<file path="src/rtl/ctrl_pkg.sv">
// Shared definitions for the multi-cycle controller: opcode and ALU codes,
// FSM state encoding and the decoded control word.
package ctrl_pkg;

  localparam logic [5:0] OP_ADD  = 6'h01;
  localparam logic [5:0] OP_SUB  = 6'h02;
  localparam logic [5:0] OP_INC  = 6'h03;
  localparam logic [5:0] OP_DEC  = 6'h04;
  localparam logic [5:0] OP_AND  = 6'h05;
  localparam logic [5:0] OP_OR   = 6'h06;
  localparam logic [5:0] OP_XOR  = 6'h07;
  localparam logic [5:0] OP_NOT  = 6'h08;
  localparam logic [5:0] OP_SLL  = 6'h09;
  localparam logic [5:0] OP_SRL  = 6'h0A;
  localparam logic [5:0] OP_ADDI = 6'h0B;
  localparam logic [5:0] OP_SUBI = 6'h0C;
  localparam logic [5:0] OP_LW   = 6'h22;
  localparam logic [5:0] OP_SW   = 6'h24;

  localparam logic [3:0] ALU_NOT = 4'b0000;
  localparam logic [3:0] ALU_AND = 4'b0001;
  localparam logic [3:0] ALU_XOR = 4'b0010;
  localparam logic [3:0] ALU_OR  = 4'b0011;
  localparam logic [3:0] ALU_DEC = 4'b0100;
  localparam logic [3:0] ALU_ADD = 4'b0101;
  localparam logic [3:0] ALU_SUB = 4'b0110;
  localparam logic [3:0] ALU_INC = 4'b0111;
  localparam logic [3:0] ALU_SLL = 4'b1001;
  localparam logic [3:0] ALU_SRL = 4'b1010;

  typedef enum logic [2:0] {
    ST_FETCH  = 3'd0,
    ST_DECODE = 3'd1,
    ST_EXEC   = 3'd2,
    ST_MEM    = 3'd3,
    ST_WB     = 3'd4,
    ST_TRAP   = 3'd5
  } state_e;

  typedef struct packed {
    logic       reg_dst;
    logic       alu_src;
    logic [3:0] alu_control;
    logic       shamt_sel;
    logic       is_load;
    logic       is_store;
    logic       legal;
  } ctrl_word_t;

  localparam ctrl_word_t CW_NONE = '{reg_dst: 1'b0, alu_src: 1'b0, alu_control: 4'b0000,
                                     shamt_sel: 1'b0, is_load: 1'b0, is_store: 1'b0,
                                     legal: 1'b0};

  // Register-destination ALU operation with optional immediate / shift-amount source.
  function automatic ctrl_word_t alu_word(input logic [3:0] code, input logic imm,
                                          input logic sh);
    ctrl_word_t cw;
    cw = '{reg_dst: 1'b1, alu_src: imm, alu_control: code, shamt_sel: sh,
           is_load: 1'b0, is_store: 1'b0, legal: 1'b1};
    return cw;
  endfunction

  // Memory operation: address is base + offset, so ALU adds with the immediate.
  function automatic ctrl_word_t mem_word(input logic load);
    ctrl_word_t cw;
    cw = '{reg_dst: 1'b0, alu_src: 1'b1, alu_control: ALU_ADD, shamt_sel: 1'b0,
           is_load: load, is_store: ~load, legal: 1'b1};
    return cw;
  endfunction

endpackage

</file>
<file path="src/rtl/multicycle_controller_if.sv">
// Handshake and datapath-control bundle between the controller (master) and
// datapath/memory (slave). The illegal flag exists only with CTRL_ILLEGAL_TRAP_EN.
interface multicycle_controller_if #(
  parameter int OPCODE_W   = 6,
  parameter int ALU_CTRL_W = 4
);
  logic                  en;
  logic [OPCODE_W-1:0]   opcode;
  logic                  mem_ready;
  logic                  pc_write;
  logic                  ir_write;
  logic                  i_or_d;
  logic                  mem_read;
  logic                  mem_write;
  logic                  reg_dst;
  logic                  reg_write;
  logic                  alu_src;
  logic                  mem_to_reg;
  logic                  shamt_sel;
  logic [ALU_CTRL_W-1:0] alu_control;
  logic                  instr_done;
`ifdef CTRL_ILLEGAL_TRAP_EN
  logic                  illegal;

  modport master (
    input  en, opcode, mem_ready,
    output pc_write, ir_write, i_or_d, mem_read, mem_write, reg_dst, reg_write,
           alu_src, mem_to_reg, shamt_sel, alu_control, instr_done, illegal
  );
  modport slave (
    output en, opcode, mem_ready,
    input  pc_write, ir_write, i_or_d, mem_read, mem_write, reg_dst, reg_write,
           alu_src, mem_to_reg, shamt_sel, alu_control, instr_done, illegal
  );
`else
  modport master (
    input  en, opcode, mem_ready,
    output pc_write, ir_write, i_or_d, mem_read, mem_write, reg_dst, reg_write,
           alu_src, mem_to_reg, shamt_sel, alu_control, instr_done
  );
  modport slave (
    output en, opcode, mem_ready,
    input  pc_write, ir_write, i_or_d, mem_read, mem_write, reg_dst, reg_write,
           alu_src, mem_to_reg, shamt_sel, alu_control, instr_done
  );
`endif
endinterface

</file>
<file path="src/rtl/ctrl_decode.sv">
// Combinational opcode decoder: maps an opcode to the control word. Any set bit
// above the six-bit encoding field makes the opcode illegal.
module ctrl_decode
  import ctrl_pkg::*;
#(
  parameter int OPCODE_W = 6
) (
  input  logic [OPCODE_W-1:0] opcode,
  output ctrl_word_t          cw
);

  logic upper_nz_s;
  assign upper_nz_s = ((opcode >> 6) != {OPCODE_W{1'b0}});

  // Opcode to control-word lookup
  always_comb begin
    cw = CW_NONE;
    if (upper_nz_s) begin
      cw = CW_NONE;
    end else begin
      case (opcode[5:0])
        OP_ADD:  cw = alu_word(ALU_ADD, 1'b0, 1'b0);
        OP_ADDI: cw = alu_word(ALU_ADD, 1'b1, 1'b0);
        OP_SUB:  cw = alu_word(ALU_SUB, 1'b0, 1'b0);
        OP_SUBI: cw = alu_word(ALU_SUB, 1'b1, 1'b0);
        OP_INC:  cw = alu_word(ALU_INC, 1'b0, 1'b0);
        OP_DEC:  cw = alu_word(ALU_DEC, 1'b0, 1'b0);
        OP_AND:  cw = alu_word(ALU_AND, 1'b0, 1'b0);
        OP_OR:   cw = alu_word(ALU_OR,  1'b0, 1'b0);
        OP_XOR:  cw = alu_word(ALU_XOR, 1'b0, 1'b0);
        OP_NOT:  cw = alu_word(ALU_NOT, 1'b0, 1'b0);
        OP_SLL:  cw = alu_word(ALU_SLL, 1'b0, 1'b1);
        OP_SRL:  cw = alu_word(ALU_SRL, 1'b0, 1'b1);
        OP_LW:   cw = mem_word(1'b1);
        OP_SW:   cw = mem_word(1'b0);
        default: cw = CW_NONE;
      endcase
    end
  end

endmodule

</file>
<file path="src/rtl/multicycle_controller.sv">
// Five-state multi-cycle control FSM sharing one memory port for fetch and data.
// Optional CTRL_ILLEGAL_TRAP_EN adds a TRAP state and a sticky illegal flag.
module multicycle_controller
  import ctrl_pkg::*;
#(
  parameter int OPCODE_W   = 6,
  parameter int ALU_CTRL_W = 4
) (
  input logic                    clk,
  input logic                    rst,
  multicycle_controller_if.master bus
);

  localparam logic [2:0] S_FETCH  = ST_FETCH;
  localparam logic [2:0] S_DECODE = ST_DECODE;
  localparam logic [2:0] S_EXEC   = ST_EXEC;
  localparam logic [2:0] S_MEM    = ST_MEM;
  localparam logic [2:0] S_WB     = ST_WB;
`ifdef CTRL_ILLEGAL_TRAP_EN
  localparam logic [2:0] S_TRAP   = ST_TRAP;
`endif

  logic [2:0]          state_r;
  logic [2:0]          state_nxt_s;
  logic [OPCODE_W-1:0] opcode_r;
  logic [OPCODE_W-1:0] opcode_sel_s;
  ctrl_word_t          cw_s;

  logic       pc_write_s, ir_write_s, i_or_d_s, mem_read_s, mem_write_s;
  logic       reg_dst_s, reg_write_s, alu_src_s, mem_to_reg_s, shamt_sel_s;
  logic       instr_done_s;
  logic [3:0] alu_code_s;

  // DECODE looks at the live field so the branch to EXEC is known that cycle;
  // every later state uses the latched copy.
  assign opcode_sel_s = (state_r == S_DECODE) ? bus.opcode : opcode_r;

  ctrl_decode #(.OPCODE_W(OPCODE_W)) u_decode (
    .opcode (opcode_sel_s),
    .cw     (cw_s)
  );

  // State register and opcode latch
  always_ff @(posedge clk) begin
    if (rst) begin
      state_r  <= S_FETCH;
      opcode_r <= {OPCODE_W{1'b0}};
    end else begin
      state_r <= state_nxt_s;
      if (state_r == S_DECODE) begin
        opcode_r <= bus.opcode;
      end
    end
  end

`ifdef CTRL_ILLEGAL_TRAP_EN
  logic illegal_r;

  // Sticky illegal flag, cleared only by reset
  always_ff @(posedge clk) begin
    if (rst) begin
      illegal_r <= 1'b0;
    end else if ((state_r == S_DECODE) && !cw_s.legal) begin
      illegal_r <= 1'b1;
    end
  end

  assign bus.illegal = illegal_r & ~rst;
`endif

  // Next-state and state-gated control outputs
  always_comb begin
    state_nxt_s  = state_r;
    pc_write_s   = 1'b0;
    ir_write_s   = 1'b0;
    i_or_d_s     = 1'b0;
    mem_read_s   = 1'b0;
    mem_write_s  = 1'b0;
    reg_dst_s    = 1'b0;
    reg_write_s  = 1'b0;
    alu_src_s    = 1'b0;
    mem_to_reg_s = 1'b0;
    shamt_sel_s  = 1'b0;
    instr_done_s = 1'b0;
    alu_code_s   = 4'b0000;
    if (rst) begin
      state_nxt_s = S_FETCH;
    end else begin
      case (state_r)
        S_FETCH: begin
          if (bus.en) begin
            mem_read_s = 1'b1;
            if (bus.mem_ready) begin
              ir_write_s  = 1'b1;
              pc_write_s  = 1'b1;
              state_nxt_s = S_DECODE;
            end else begin
              state_nxt_s = S_FETCH;
            end
          end else begin
            state_nxt_s = S_FETCH;
          end
        end
        S_DECODE: begin
          if (cw_s.legal) begin
            state_nxt_s = S_EXEC;
          end else begin
`ifdef CTRL_ILLEGAL_TRAP_EN
            state_nxt_s = S_TRAP;
`else
            state_nxt_s = S_FETCH;
`endif
          end
        end
        S_EXEC: begin
          alu_code_s  = cw_s.alu_control;
          alu_src_s   = cw_s.alu_src;
          shamt_sel_s = cw_s.shamt_sel;
          if (cw_s.is_load || cw_s.is_store) begin
            state_nxt_s = S_MEM;
          end else begin
            state_nxt_s = S_WB;
          end
        end
        S_MEM: begin
          // Address comes from the ALU, so its controls stay put for the access.
          alu_code_s  = cw_s.alu_control;
          alu_src_s   = cw_s.alu_src;
          shamt_sel_s = cw_s.shamt_sel;
          i_or_d_s    = 1'b1;
          mem_read_s  = cw_s.is_load;
          mem_write_s = cw_s.is_store;
          if (bus.mem_ready) begin
            if (cw_s.is_store) begin
              instr_done_s = 1'b1;
              state_nxt_s  = S_FETCH;
            end else begin
              state_nxt_s  = S_WB;
            end
          end else begin
            state_nxt_s = S_MEM;
          end
        end
        S_WB: begin
          alu_code_s   = cw_s.alu_control;
          alu_src_s    = cw_s.alu_src;
          shamt_sel_s  = cw_s.shamt_sel;
          reg_write_s  = 1'b1;
          instr_done_s = 1'b1;
          reg_dst_s    = cw_s.reg_dst;
          mem_to_reg_s = ~cw_s.is_load;
          state_nxt_s  = S_FETCH;
        end
`ifdef CTRL_ILLEGAL_TRAP_EN
        S_TRAP: begin
          state_nxt_s = S_TRAP;
        end
`endif
        default: begin
          state_nxt_s = S_FETCH;
        end
      endcase
    end
  end

  assign bus.pc_write    = pc_write_s;
  assign bus.ir_write    = ir_write_s;
  assign bus.i_or_d      = i_or_d_s;
  assign bus.mem_read    = mem_read_s;
  assign bus.mem_write   = mem_write_s;
  assign bus.reg_dst     = reg_dst_s;
  assign bus.reg_write   = reg_write_s;
  assign bus.alu_src     = alu_src_s;
  assign bus.mem_to_reg  = mem_to_reg_s;
  assign bus.shamt_sel   = shamt_sel_s;
  assign bus.instr_done  = instr_done_s;
  assign bus.alu_control = ALU_CTRL_W'(alu_code_s);

endmodule

</file>
<file path="src/flat_wrapper.sv">
// flat-port wrapper written by rule: the top's interface ports become plain ports
module multicycle_controller_flat import ctrl_pkg::*;
#(
  parameter int OPCODE_W   = 6,
  parameter int ALU_CTRL_W = 4
)
  (clk, rst, bus_en, bus_opcode, bus_mem_ready, bus_pc_write, bus_ir_write, bus_i_or_d, bus_mem_read, bus_mem_write, bus_reg_dst, bus_reg_write, bus_alu_src, bus_mem_to_reg, bus_shamt_sel, bus_alu_control, bus_instr_done);
  multicycle_controller_if #(.OPCODE_W(OPCODE_W), .ALU_CTRL_W(ALU_CTRL_W)) bus_i ();
  input logic clk;
  input logic rst;
  input wire logic [$bits(bus_i.en)-1:0] bus_en;
  input wire logic [$bits(bus_i.opcode)-1:0] bus_opcode;
  input wire logic [$bits(bus_i.mem_ready)-1:0] bus_mem_ready;
  output wire logic [$bits(bus_i.pc_write)-1:0] bus_pc_write;
  output wire logic [$bits(bus_i.ir_write)-1:0] bus_ir_write;
  output wire logic [$bits(bus_i.i_or_d)-1:0] bus_i_or_d;
  output wire logic [$bits(bus_i.mem_read)-1:0] bus_mem_read;
  output wire logic [$bits(bus_i.mem_write)-1:0] bus_mem_write;
  output wire logic [$bits(bus_i.reg_dst)-1:0] bus_reg_dst;
  output wire logic [$bits(bus_i.reg_write)-1:0] bus_reg_write;
  output wire logic [$bits(bus_i.alu_src)-1:0] bus_alu_src;
  output wire logic [$bits(bus_i.mem_to_reg)-1:0] bus_mem_to_reg;
  output wire logic [$bits(bus_i.shamt_sel)-1:0] bus_shamt_sel;
  output wire logic [$bits(bus_i.alu_control)-1:0] bus_alu_control;
  output wire logic [$bits(bus_i.instr_done)-1:0] bus_instr_done;
  assign bus_i.en = bus_en;
  assign bus_i.opcode = bus_opcode;
  assign bus_i.mem_ready = bus_mem_ready;
  assign bus_pc_write = bus_i.pc_write;
  assign bus_ir_write = bus_i.ir_write;
  assign bus_i_or_d = bus_i.i_or_d;
  assign bus_mem_read = bus_i.mem_read;
  assign bus_mem_write = bus_i.mem_write;
  assign bus_reg_dst = bus_i.reg_dst;
  assign bus_reg_write = bus_i.reg_write;
  assign bus_alu_src = bus_i.alu_src;
  assign bus_mem_to_reg = bus_i.mem_to_reg;
  assign bus_shamt_sel = bus_i.shamt_sel;
  assign bus_alu_control = bus_i.alu_control;
  assign bus_instr_done = bus_i.instr_done;
  multicycle_controller #(.OPCODE_W(OPCODE_W), .ALU_CTRL_W(ALU_CTRL_W)) u_core (.clk(clk), .rst(rst), .bus(bus_i));
endmodule
</file>
<file path="config.mk">
export PLATFORM = sky130hd
export DESIGN_NAME = multicycle_controller_flat
export DESIGN_NICKNAME = d
export VERILOG_FILES = /design/src/rtl/ctrl_pkg.sv /design/src/rtl/multicycle_controller_if.sv /design/src/rtl/ctrl_decode.sv /design/src/rtl/multicycle_controller.sv /design/src/flat_wrapper.sv
export SDC_FILE = /design/constraint.sdc
export NUM_CORES = 1
export LEC_CHECK = 0
export ABC_AREA = 1
export BUFFER_PORTS_ARGS = -buffer_cell sky130_fd_sc_hd__buf_2
export CAP_MARGIN = 15
export CORE_ASPECT_RATIO = 1.2
export CORE_MARGIN = 5
export CORE_UTILIZATION = 49
export DETAILED_ROUTE_END_ITERATION = 10
export PLACE_DENSITY = 0.73
export SLEW_MARGIN = 20
export SYNTH_ARGS = -nofsm -noshare
export SYNTH_HDL_FRONTEND = slang
export SYNTH_SLANG_ARGS = --single-unit
</file>
<file path="constraint.sdc">
create_clock -name clk -period 2.3 [get_ports clk]
set_input_delay 0.46 -clock clk [delete_from_list [all_inputs] [get_ports clk]]
set_output_delay 0.46 -clock clk [all_outputs]
set_load 0.05 [all_outputs]
</file>
# Word-level counts from Yosys, hierarchy flattened
# Memory sizes are Yosys's and may differ from the RTL's.
# Cells that the tools add are included.
# Widths: inputs -> output; s select.
totals:
  regBits: 9
  romBits: 640
  output_inout_bits: 15
  elab_cells: 46
  memories: 1
  in_bits: 10
op_classes:
  n_bitwise: 1
  mux: 35
  n_eq_ne: 4
  n_reduce_logical: 3
memory_table:
  columns: ["name", "words", "word_bits", "rd", "rd_ports_with_merged_regs", "wr", "line_no", "text"]
  rows:
  - ["(name not given)", 64, 10, 1, 0, 0, "ctrl_decode.sv:21", "case (opcode[5:0])"]
ops:
  columns: ["op", "n"]
  rows:
  - ["$mux 1", 25]
  - ["$pmux 3 s4", 1]
  - ["$mux 3", 3]
  - ["$mux 4", 2]
  - ["$eq 3x2->1 const B", 2]
  - ["$mux 6", 1]
  - ["$pmux 1 s2", 2]
  - ["$eq 3x1->1 const B", 1]
  - ["$eq 3x3->1 const B", 1]
  - ["$logic_not 3->1", 1]
  - ["$reduce_or 3->1", 1]
  - ["$mux 2", 1]
  - ["$logic_or 1x1->1", 1]
  - ["$not 1->1", 1]

# Logic depth before layout (Yosys ltp)
# An unclocked memory read counts as a cell.
logic_depth:
  depth_word: 7
  mapped_depth: 15
  mapped_depth_nobuf: 14

# Cells and area by module
# From an unflattened synthesis, not the netlist that was laid out.
hier_totals:
  hier_cells: 131
  area_unflattened_um2: 823.3
by_module_without_submodules:
  columns: ["module", "cells_each", "instances", "area_per_inst_um2", "seq_area_each_um2"]
  rows:
  - ["multicycle_controller", 88, 1, 590.6, 180.2]
  - ["ctrl_decode", 43, 1, 232.7, 0.0]

# Worst setup path after synthesis
# OpenSTA, ideal clock, no wires.
synth_path:
  path_kind: "flip-flop to output port"
  start: "register u_core.state_r[0]"
  end: "output bus_alu_control[3]"
  arrival_ns: 3.354
  stages_incl_launch_ff: 7
  path_slack_ns: -1.514
  t_required_ns: 1.840
  cell_sequence: "dfxtp_1 nand3_4 buf_6 o21ai_1 ha_1 nor4_1 buf_4"
synth_via:
  elab_chain_cells: 5
  word_cells_on_any_way: 9
  cone_classes: "eq/ne: 4; mux: 3; reduce/logical: 1; memory: 1"
synth_rtl:
  columns: ["element", "line_no", "text"]
  rows:
  - ["start, declared", "multicycle_controller.sv:23", "logic [2:0] state_r;"]
  - ["start signal, assigned", "multicycle_controller.sv:49", "state_r <= state_nxt_s;"]
  - ["$eq 3x1->1", "multicycle_controller.sv:36", "assign opcode_sel_s = (state_r == S_DECODE) ? bus.opcode : opcode_r;"]
  - ["$mux 6", "multicycle_controller.sv:36", null]
  - ["$mem_v2 64x10", null, null]
  - ["$mux 4 (*)", "multicycle_controller.sv:89", "case (state_r)"]
  - ["$mux 4 (*)", "multicycle_controller.sv:86", "if (rst) begin"]
  - ["end, declared", "flat_wrapper.sv:24", "output wire logic [$bits(bus_i.alu_control)-1:0] bus_alu_control;"]
# Every way passes the cells marked *; elsewhere a longest branch is shown, timed or not.

# Worst setup path in the final report
layout_path:
  start: "register u_core.state_r[2]"
  end: "output bus_alu_src"
layout_via:
  elab_chain_cells: 5
  word_cells_on_any_way: 9
  cone_classes: "eq/ne: 4; mux: 3; reduce/logical: 1; memory: 1"
layout_rtl:
  columns: ["element", "line_no", "text"]
  rows:
  - ["$eq 3x1->1", "multicycle_controller.sv:36", null]
  - ["$mux 6", "multicycle_controller.sv:36", null]
  - ["$mem_v2 64x10", null, null]
  - ["$mux 1 (*)", "multicycle_controller.sv:89", null]
  - ["$mux 1 (*)", "multicycle_controller.sv:86", null]
  - ["end, declared", "flat_wrapper.sv:21", "output wire logic [$bits(bus_i.alu_src)-1:0] bus_alu_src;"]
# Marks and branches as above.

==> flow_summary.ini <==
[flow_run]
drv_cap = 0

[routing]
routedWlPerCell_um = 25.8
ant_nets = 0
num_vias = 1336
totalWireLength_um = 5240
drcViolationCount = 0
drtIter0Drc = 113
firstDrtPassIters = 5
vias_per_cell = 6.58

[synth]
synth-seq-area-share = 0.223
syn_inst = 128
yosys_most_used_dff = dfxtp_1
ys_seq_elements = 9
netlist_area_um2 = 810
syn_nets = 142
ys_warn_count = 0
synth_edf_count = 0
async_flop_share = 0
syn_avg_cell_area_um2 = 6.32
ys_types = 29

[setup_path]
rr_startpoint = u_core.state_r[2]$_SDFF_PP0_
end_kind = output pin
slowest_stage = o21ai_0
critPathMaxFanout = 6
max_stage_delay_ns = 0.53
required_ns = 1.84
startpoint_type = register
crit_chain = inv_2 -> nand3_4 -> buf_4 -> o21ai_0 -> nor2_1 -> nand2_2 -> nand2_2 -> nand2_4 -> nor2_4 -> buf_8
cp_data_arrival_time_ns = 2.33
timing.critical_path.mode_cell = nand2_2
crit_type = reg2out
rr_endpoint = u_core.state_r[1]$_SDFF_PP0_
ff2ff_path_depth = 16
r2r_slack_ns = -0.45

[place]
gp_congestion = 0.883
postPlaceCellArea_mm2 = 0.00118
dp_slack_ns = -0.0360
dpl.hpwl_um = 1850
io_buffers = 24
dp.cells = 183

[clock_tree]
ctsHoldBuffers = 0
clk_pin_slew_worst_paths_ns = 0.07
numCtsBuffers = 3
cts-root-buf = clkbuf_4
cts.htree.levels = 1
clock_path_buffers = 2
cts_sinks = 9
cts_tree = yes
clk_latency_ns = 0.28

[status]
status = finished with violations
violations = setup timing

[floorplan]
chipWidth_um = 47.1
die_area_mm2 = 0.00257
core_area_mm2 = 0.00160
top_level_ports = 25
initial_core_util = 0.505
num_rows = 16
die_height_um = 54.5

[timing]
finalWorstSetupSlack_ns = -0.489
max_freq_mhz = 359
skew_ns = 0.00702
drv_slew = 0
rsz0062_at_grt = true
finalHoldViolations = 0
fin_crit_sh = 1.21
hold_slack_ns = 0.518
finalSetupViolations = 12
fin_crit_ns = 2.79
relSlewSlack = 0.556
tightest_slew_ns = 0.659

[global_routing]
grt_pass1_wl_um = 5890
grt_pass1_vias = 1204
track_usage = 0.340
grt_start_max_net_pins = 9
overflow = 0
antenna_found_initial = 0

[pwr]
power_density_mw_per_mm2 = 396
ir_drop_mv = 0.468
total_power_uw = 619
total_leakage_power_nw = 0.716

[hold_path]
hold_end = u_core.state_r[2]$_SDFF_PP0_
holdPathStages = 3
holdCritStartpoint = bus_mem_ready
min_path_type = in2reg

[finish]
nets = 200
area_growth_syn_to_layout_pct = 93.0
diodes = 0
post_route_cells_drive_above_1_share = 0.659
fin_cells = 203
fin_area_mm2 = 0.00156
routing by layer:
| layer | global-route usage | vias to the layer above | wire [µm] |
|---|---|---|---|
| li1 | - | 518 | - |
| met1 | 0.377 | 607 | 1630 |
| met2 | 0.586 | 143 | 2520 |
| met3 | 0.102 | 68 | 572 |
| met5 | 0 | - | 0 |
| met4 | 0.152 | 0 | 517 |
worst max-delay path by stage:
| stage | start | end | slack, ns | cells past startpoint |
|---|---|---|---|---|
| after floorplan | u_core.state_r[1]$_SDFF_PP0_ | bus_alu_control[3] | -0.21 | 7 |
| after global placement | bus_opcode[1] | bus_alu_control[2] | 0.008 | 11 |
| after detailed placement | bus_opcode[1] | bus_alu_control[2] | -0.04 | 12 |
| after CTS | u_core.state_r[2]$_SDFF_PP0_ | bus_alu_src | -0.08 | 11 |
| after global routing | u_core.state_r[2]$_SDFF_PP0_ | bus_alu_src | -0.58 | 10 |
| final | u_core.state_r[2]$_SDFF_PP0_ | bus_alu_src | -0.49 | 10 |
logic make-up (layout without fill, tap and decap cells):
family	after synthesis	count (layout)	share of synthesized area
buffers and inverters	26	83	0.139
flip-flops	9	9	0.223
AND/OR/NAND/NOR	71	71	0.434
AO/OA/AOI/OAI	18	18	0.142
adder cells (fa/ha/maj)	4	4	0.0618
cell usage in the layout (no fill, tap or decap), drive strengths merged, types with 4 or more instances in the layout:
cell type and instances:
inv 22, dfxtp 9, nor3 5, a21oi 7, ha 4, nand2 33, nand3 12, o21ai 8
buf 57, clkbuf 4, nor2 18
stage by stage:
| stage | TNS [ns] | utilization |
|---|---|---|
| 6_report | -3.65 | 0.976 |
| 5_1_grt | -4.61 | 0.976 |
| 4_1_cts | -0.344 | 0.948 |
| 3_5_place_dp | -0.118 | 0.735 |
| 3_3_place_gp | 0 | 0.735 |
| 2_1_floorplan | -0.929 | - |
Yosys cell counts (4+ instances only):
cell type  number  area [µm²]
nor3_1          5        25.0
nand2_2         4        25.0
nand3_1        10        50.1
ha_1            4        50.1
nor2_1         15        56.3
a21oi_1         6        30.0
inv_1          18        67.6
inv_2           4        15.0
dfxtp_1         9         180
o21ai_0         4        20.0
nand2_1        27         101
layout make-up:
class                      count  area, µm²
multi-input combinational     93        785
timing repair buffer          57        463
sequential                     9        184
inverter                      22       82.6
fill                          24       38.8
clock buffer                   4       26.3
tap                           18       22.5
repair_timing:
action,in CTS,in global routing
resized for setup,61,6
endpoints found under the setup margin,11,12
pin swaps,20,8
buffers inserted,13,4
cloned,0,0
worst max-delay path, delay by kind of cell, from the launching register on:
kind | cells | cell delay [ns]
flops | 1 | 0.34
buf+inv | 3 | 0.45
compound gates | 1 | 0.53
simple gates | 6 | 0.74
state kept, by name, summed over array words and instances (netlist names):
register and flops:
u_core.opcode_r 6, u_core.state_r 3
power by group:
| part | internal (mW) | switching, mW | leakage [nW] |
|---|---|---|---|
| Clock | 0.0674 | 0.0658 | 0.0150 |
| Combinational | 0.123 | 0.194 | 0.627 |
| Sequential | 0.163 | 0.00569 | 0.0747 |
| Total | 0.354 | 0.265 | 0.716 |
Power figures use the tool's default switching activity.
